===== src/rtl/encode_upperimm_seq.sv =====
// encode_upperimm_seq
//    Turns a 32-bit constant (mode 0) or PC offset (mode 1) into an RV32I
//    LUI/AUIPC + ADDI pair, streamed one word per out_valid/out_ready beat.
//
//    Handshake: a transfer happens on a rising edge where valid and ready
//    are both high. out_instr/out_last hold steady while out_valid is high
//    and out_ready is low. in_* is ignored unless in_ready is high.
//
//    Optional macro UPPERIMM_SKIP_EN drops the redundant half of a pair:
//      - lo == 0                -> LUI/AUIPC alone (out_last with it)
//      - mode 0 and up == 0     -> single ADDI rd, x0, lo
//    AUIPC is never dropped. The default build always emits two words.
//
//    state_dbg exposes the FSM state (0 IDLE, 1 FIRST, 2 SECOND).

module encode_upperimm_seq (
   input  logic        clk,
   input  logic        rst_n,
   input  logic        in_valid,
   output logic        in_ready,
   input  logic        in_mode,
   input  logic [4:0]  in_rd,
   input  logic [31:0] in_value,
   output logic        out_valid,
   input  logic        out_ready,
   output logic [31:0] out_instr,
   output logic        out_last,
   output logic        busy,
   output logic [1:0]  state_dbg
);

   localparam logic [6:0] OP_LUI   = 7'b0110111;
   localparam logic [6:0] OP_AUIPC = 7'b0010111;
   localparam logic [6:0] OP_IMM   = 7'b0010011;

   typedef enum logic [1:0] {
      IDLE   = 2'd0,
      FIRST  = 2'd1,
      SECOND = 2'd2
   } state_t;

   state_t      state;
   logic        ready_q;
   logic [4:0]  rd_q;
   logic [11:0] lo_q;

   logic [11:0] lo_in;
   logic [19:0] up_in;
   logic [6:0]  opc_in;
   logic [31:0] first_word;
   logic        first_last;

   // Split the incoming value; the upper part absorbs the sign of lo so that
   // the ADDI's sign-extended immediate lands back on the original value.
   always_comb begin
      lo_in      = in_value[11:0];
      up_in      = in_value[31:12] + {19'd0, in_value[11]};
      opc_in     = in_mode ? OP_AUIPC : OP_LUI;
      first_word = {up_in, in_rd, opc_in};
      first_last = 1'b0;
`ifdef UPPERIMM_SKIP_EN
      if (lo_in == 12'd0) begin
         first_last = 1'b1;
      end else if (!in_mode && (up_in == 20'd0)) begin
         first_word = {lo_in, 5'd0, 3'b000, in_rd, OP_IMM};
         first_last = 1'b1;
      end
`endif
   end

   // Sequencer: accept in IDLE, then emit the upper word and the ADDI word.
   always_ff @(posedge clk or negedge rst_n) begin
      if (!rst_n) begin
         state     <= IDLE;
         ready_q   <= 1'b0;
         rd_q      <= 5'd0;
         lo_q      <= 12'd0;
         out_valid <= 1'b0;
         out_instr <= 32'd0;
         out_last  <= 1'b0;
      end else begin
         ready_q <= 1'b1;
         case (state)
            IDLE: begin
               if (in_valid && in_ready) begin
                  rd_q      <= in_rd;
                  lo_q      <= lo_in;
                  state     <= FIRST;
                  out_valid <= 1'b1;
                  out_instr <= first_word;
                  out_last  <= first_last;
               end
            end
            FIRST: begin
               if (out_ready) begin
                  if (out_last) begin
                     state     <= IDLE;
                     out_valid <= 1'b0;
                     out_instr <= 32'd0;
                     out_last  <= 1'b0;
                  end else begin
                     state     <= SECOND;
                     out_instr <= {lo_q, rd_q, 3'b000, rd_q, OP_IMM};
                     out_last  <= 1'b1;
                  end
               end
            end
            SECOND: begin
               if (out_ready) begin
                  state     <= IDLE;
                  out_valid <= 1'b0;
                  out_instr <= 32'd0;
                  out_last  <= 1'b0;
               end
            end
            default: begin
               state     <= IDLE;
               out_valid <= 1'b0;
               out_instr <= 32'd0;
               out_last  <= 1'b0;
            end
         endcase
      end
   end

   // ready_q keeps in_ready low until the first clock after reset release.
   always_comb begin
      in_ready  = ready_q && (state == IDLE);
      busy      = (state != IDLE);
      state_dbg = state;
   end

endmodule


===== config.mk =====
export PLATFORM = sky130hd
export DESIGN_NAME = encode_upperimm_seq
export DESIGN_NICKNAME = d
export VERILOG_FILES = /design/src/rtl/encode_upperimm_seq.sv
export SDC_FILE = /design/constraint.sdc
export NUM_CORES = 1
export LEC_CHECK = 0
export ABC_AREA = 1
export CORE_MARGIN = 5
export CORE_UTILIZATION = 50
export CTS_CLUSTER_SIZE = 16
export DETAILED_ROUTE_END_ITERATION = 16
export DONT_BUFFER_PORTS = 1
export PLACE_DENSITY = 0.62
export SLEW_MARGIN = 20
export SYNTH_ARGS = -nofsm -noshare
export SYNTH_HDL_FRONTEND = slang
export SYNTH_SLANG_ARGS = --single-unit

===== constraint.sdc =====
create_clock -name clk -period 3.25 [get_ports clk]
set_clock_uncertainty 0.1 [all_clocks]
set_input_delay 0.4875 -clock clk [delete_from_list [all_inputs] [get_ports clk]]
set_output_delay 0.4875 -clock clk [all_outputs]
set_load 0.02 [all_outputs]

* After elaboration in Yosys (flattened, before gate mapping) *
Cells that the tools add are included.

storage, ports and cells
  register bits = 54
  output and inout port bits = 38
  logic and storage cells = 41

cells by class
  add/subtract/negate cells = 1
  eq/ne operators = 6
  multiplexer cells = 20
  reduce and logical (&&, ||, !) cells = 7

operators by type and width
  operator            number
  $mux 32             4
  $pmux 32 s3         1
  $add 20x1->20       1
  $mux 2              4
  $ne 2x2->1 const B  4
  $mux 1              7
  $mux 6              1
  $pmux 1 s3          2
  $pmux 2 s3          1
  $reduce_and 4->1    1
  $reduce_and 3->1    1
  $eq 2x1->1 const B  1
  $eq 2x2->1 const B  1
  $logic_and 1x1->1   2
  $logic_not 2->1     1
  $reduce_and 2->1    1
  $reduce_bool 2->1   1

* Depth between registers and ports, before layout *
  word-level depth = 5
  gate-level depth with buffers = 12

* Worst setup path before layout *
OpenSTA, ideal clock, no wires.

  path type = input -> register
  start point = input port in_value[11]
  end point = register out_instr[26]
  data arrival time = 1.521 ns
  data required time = 3.033 ns
  path slack = 1.512 ns
  cell stages on the path = 11
  path through = ha_1 ha_1 nand2_1 nor2_2 nand2_1 nor2_2 nand3_1 nand3_1 nand2_1 nand2_1 nand2_1

between the ends
  cells in the longest elaborated chain, start to end = 3

RTL lines
  what                  RTL line  RTL
  from (decl)           23        input logic [31:0] in_value,
  $add 20x1->20         57        up_in = in_value[31:12] + {19'd0, in_value[11]};
  $mux 32               85        if (in_valid && in_ready) begin
  $pmux 32 s3           83        case (state)
  to (signal assigned)  90        out_instr <= first_word;
  to (signal assigned)  103       out_instr <= {lo_q, rd_q, 3'b000, rd_q, OP_IMM};
  to (decl)             26        output logic [31:0] out_instr,

Every way passes these cells. The select of a mux whose other input is x is not followed.
A chain may end at the register's enable or synchronous reset.

* Final worst setup path *
  start point = register state[0] (netlist: state_dbg[0])
  end point = register out_valid

between the ends
  cells in the longest elaborated chain, start to end = 5

RTL lines
  what                               RTL line  RTL
  from (decl)                        42        state_t state;
  from (signal assigned)             74        state <= IDLE;
  from (signal assigned)             88        state <= FIRST;
  from (signal assigned)             97        state <= IDLE;
  $logic_not 2->1                    128       in_ready = ready_q && (state == IDLE);
  $logic_and 1x1->1                  128
  net in_ready                       20        output logic in_ready,
  $logic_and 1x1->1                  85
  $ne 2x2->1 (no source line)        --
  $reduce_and 4->1 (no source line)  --
  to (signal assigned)               78        out_valid <= 1'b0;
  to (signal assigned)               89        out_valid <= 1'b1;
  to (signal assigned)               98        out_valid <= 1'b0;
  to (decl)                          24        output logic out_valid,

The timed path passes the listed nets, and every way through them passes these cells.

==> impl_metrics.json <==
{
  "synthTopCellsByCount": "nand2_1, dfrtp_1, nor2_1",
  "seqCellArea_sq_um": 1230,
  "post-route-min-period_ns": 2.14,
  "tns_ns": 0,
  "layout-drive-gt1-share_pct": 10.0,
  "powerDensity_nw_per_um2": 808,
  "rows": 26,
  "fill_cells": 505,
  "period_share_pct": 65.9,
  "clkTransAtPathRegs_ns": 0.08,
  "routabilityCongestion": 0.893,
  "worstSetupEndpointType": "flop",
  "start_util_pct": 51.9,
  "synthCells": 331,
  "power_mw": 2.25,
  "ys.flop_type": "dfrtp_1",
  "status": "finished, final reports clean",
  "clock-sinks": 49,
  "syn_area_per_cell_sq_um": 8.10,
  "min_path_type": "input port to flop",
  "finalNetCount": 372,
  "slew_violations": 0,
  "max_stage_delay_ns": 0.55,
  "chipWidth_um": 83.2,
  "synth_cell_types": 32,
  "max_slew.worst_pin.slew_ns": 0.553,
  "yosysSeqAreaShare_pct": 45.7,
  "grt_overflow": 0,
  "area_delta_synth_final_pct": 3.78,
  "ys_warn_count": 0,
  "clk_latency_ns": 0.30,
  "cts_tree": "yes",
  "cts.htree.levels": 2,
  "required_ns": 3.34,
  "cts_made_buffers": 5,
  "ys_async_sr_fraction_pct": 100,
  "grt_max_degree": 50,
  "critPathKind": "flop to flop",
  "setup_violations": 0,
  "wl_per_cell_um": 15.4,
  "die_y_um": 83.2,
  "rsz0062_at_grt": "false",
  "grt_use_total_pct": 18.7,
  "num_io_pins": 80,
  "diodes": 0,
  "ctsRootBufferMaster": "clkbuf_8",
  "worstPathCellList": "inv_2 -> nand2_4 -> nor2_8 -> nand2_8 -> nand2_8 -> inv_4 -> o21ai_0 -> nand2_1",
  "via_per_inst": 5.24,
  "place_ws_ns": 1.09,
  "firstDrtPassIters": 5,
  "synth_most_common_cell": "nand2_1",
  "cts_max_path_buffers": 2,
  "worst_slack_ns": 1.11,
  "multiInputGateArea_sq_um": 1230,
  "drc_errors": 0,
  "initialDrtViolationCount": 154,
  "slowest_stage": "dfrtp_1",
  "synth_top_area_cell": "dfrtp_1",
  "hold_violations": 0,
  "portBuffers": 0,
  "syn_area_sq_um": 2680,
  "crit_arrival_ns": 2.23,
  "cts_setup_buffers": 0,
  "synth.area.top_cells": "dfrtp_1, nand2_1, nor2_1, inv_1, nand3_1",
  "final_cell_area_sq_um": 2780,
  "ys_ff_latch": 49,
  "synth_top_area_share_pct": 45.7,
  "ir_worst_vdd_uv": 382,
  "worstSetupStartpointType": "flop",
  "grt_pass1_vias": 2039,
  "p_leak_nw": 1.39,
  "place_hpwl_um": 4470,
  "cap_violations": 0,
  "timing.slew.headroom_pct": 63.2,
  "critPathMaxFanout": 34,
  "fin_util_pct": 53.8,
  "num_vias": 2092,
  "postPlaceCellArea_sq_um": 2670,
  "core_area_sq_um": 5170,
  "wirelength_um": 6140,
  "route.antenna.remaining_nets": 0,
  "fp.dieArea_sq_um": 6930,
  "grt_pass1_wl_um": 10400,
  "antenna_found_initial": 0,
  "synth_enable_flop_cells": 0,
  "path_common_cell": "nand2_8",
  "fmax_mhz": 467
}
==> area by class of cell <==
class,instances,area share [%]
flip-flops and latches,49,44.0
inverters,32,4.40
clock buffers,8,2.88
repair buffers,2,1.35
well taps,70,3.15
multi-input cells,238,44.2
==> stage by stage <==
| stage | hold WS (ns) | cells |
|---|---|---|
| 4_1_cts | 0.161 | 399 |
| 2_1_floorplan | 0.0919 | 332 |
| 3_5_place_dp | 0.0939 | 389 |
| 5_1_grt | 0.146 | 399 |
| 6_report | 0.170 | 399 |
| 3_3_place_gp | 0.0935 | 389 |
==> cells by family after synthesis <==
kind of cell / count (synthesis) / share of synthesized area, %
fa+ha+maj: 2 / 0.933
buf+inv: 45 / 8.58
simple gates: 175 / 28.2
mux: 11 / 5.18
compound gates: 46 / 10.8
xor+xnor: 1 / 0.327
flops: 49 / 45.7
other cells: 2 / 0.280
==> flip-flops by register name, indices dropped and copies added, names as in the netlist <==
name / cells
out_last: 1
rd_q: 5
ready_q: 1
lo_q: 12
out_valid: 1
out_instr: 27
state_dbg: 2
==> critical path: cells and delay by family (launching register included) <==
family                 cells  cell delay (ns)
AO/OA/AOI/OAI              1             0.19
buffers and inverters      2             0.34
flip-flops                 1             0.55
AND/OR/NAND/NOR            5             0.82
==> layout by cell type, fill, tap and decap left out, types with 2 or more instances in the layout <==
cell type / n
a22oi_1: 3
clkbuf_8: 5
mux2_4: 4
nor2_2: 2
inv_1: 28
clkbuf_1: 3
inv_2: 2
nand2_8: 2
a32o_1: 2
a21oi_1: 12
o21bai_1: 5
o22ai_1: 2
nand2_1: 115
ha_1: 2
nor2_1: 29
o21ai_0: 13
nand3_1: 19
dfrtp_1: 49
nand4_1: 5
conb_1: 3
o21ai_2: 6
mux2_2: 7
==> power breakdown <==
group          internal [mW]  switching (mW)  leakage, nW  total (mW)
clock                  0.153           0.188       0.0395       0.341
combinational          0.250           0.405        0.757       0.655
sequential             0.859           0.395        0.597        1.25
total                   1.26           0.988         1.39        2.25
==> metal layers <==
| metal | up-vias | part of all wire [%] | global-route usage, % |
|---|---|---|---|
| met3 | 10 | 9.1 | 7.33 |
| met1 | 966 | 43 | 24.0 |
| met2 | 63 | 46 | 28.4 |
| met5 | - | 0 | 0 |
| met4 | 0 | 1.6 | 6.84 |
| li1 | 1053 | - | - |
==> final timing paths <==
kind / slack, ns / end / depth (start not counted) / start
max: 1.11 / out_valid / 8 / state_dbg[0]
min: 0.17 / state_dbg[1] / 1 / out_ready
max reg2reg: 1.11 / out_valid / 8 / state_dbg[0]
min reg2reg: 0.41 / lo_q[11] / 1 / lo_q[11]
max in group asynchronous: 2.20 / out_instr[29] / 2 / rst_n
min in group asynchronous: 0.62 / rd_q[4] / 2 / rst_n
==> repair_timing <==
item,CTS,global route
hold endpoints to repair,49,0
resized for setup,0,0
hold buffers,2,0
Power figures use the tool's default switching activity.
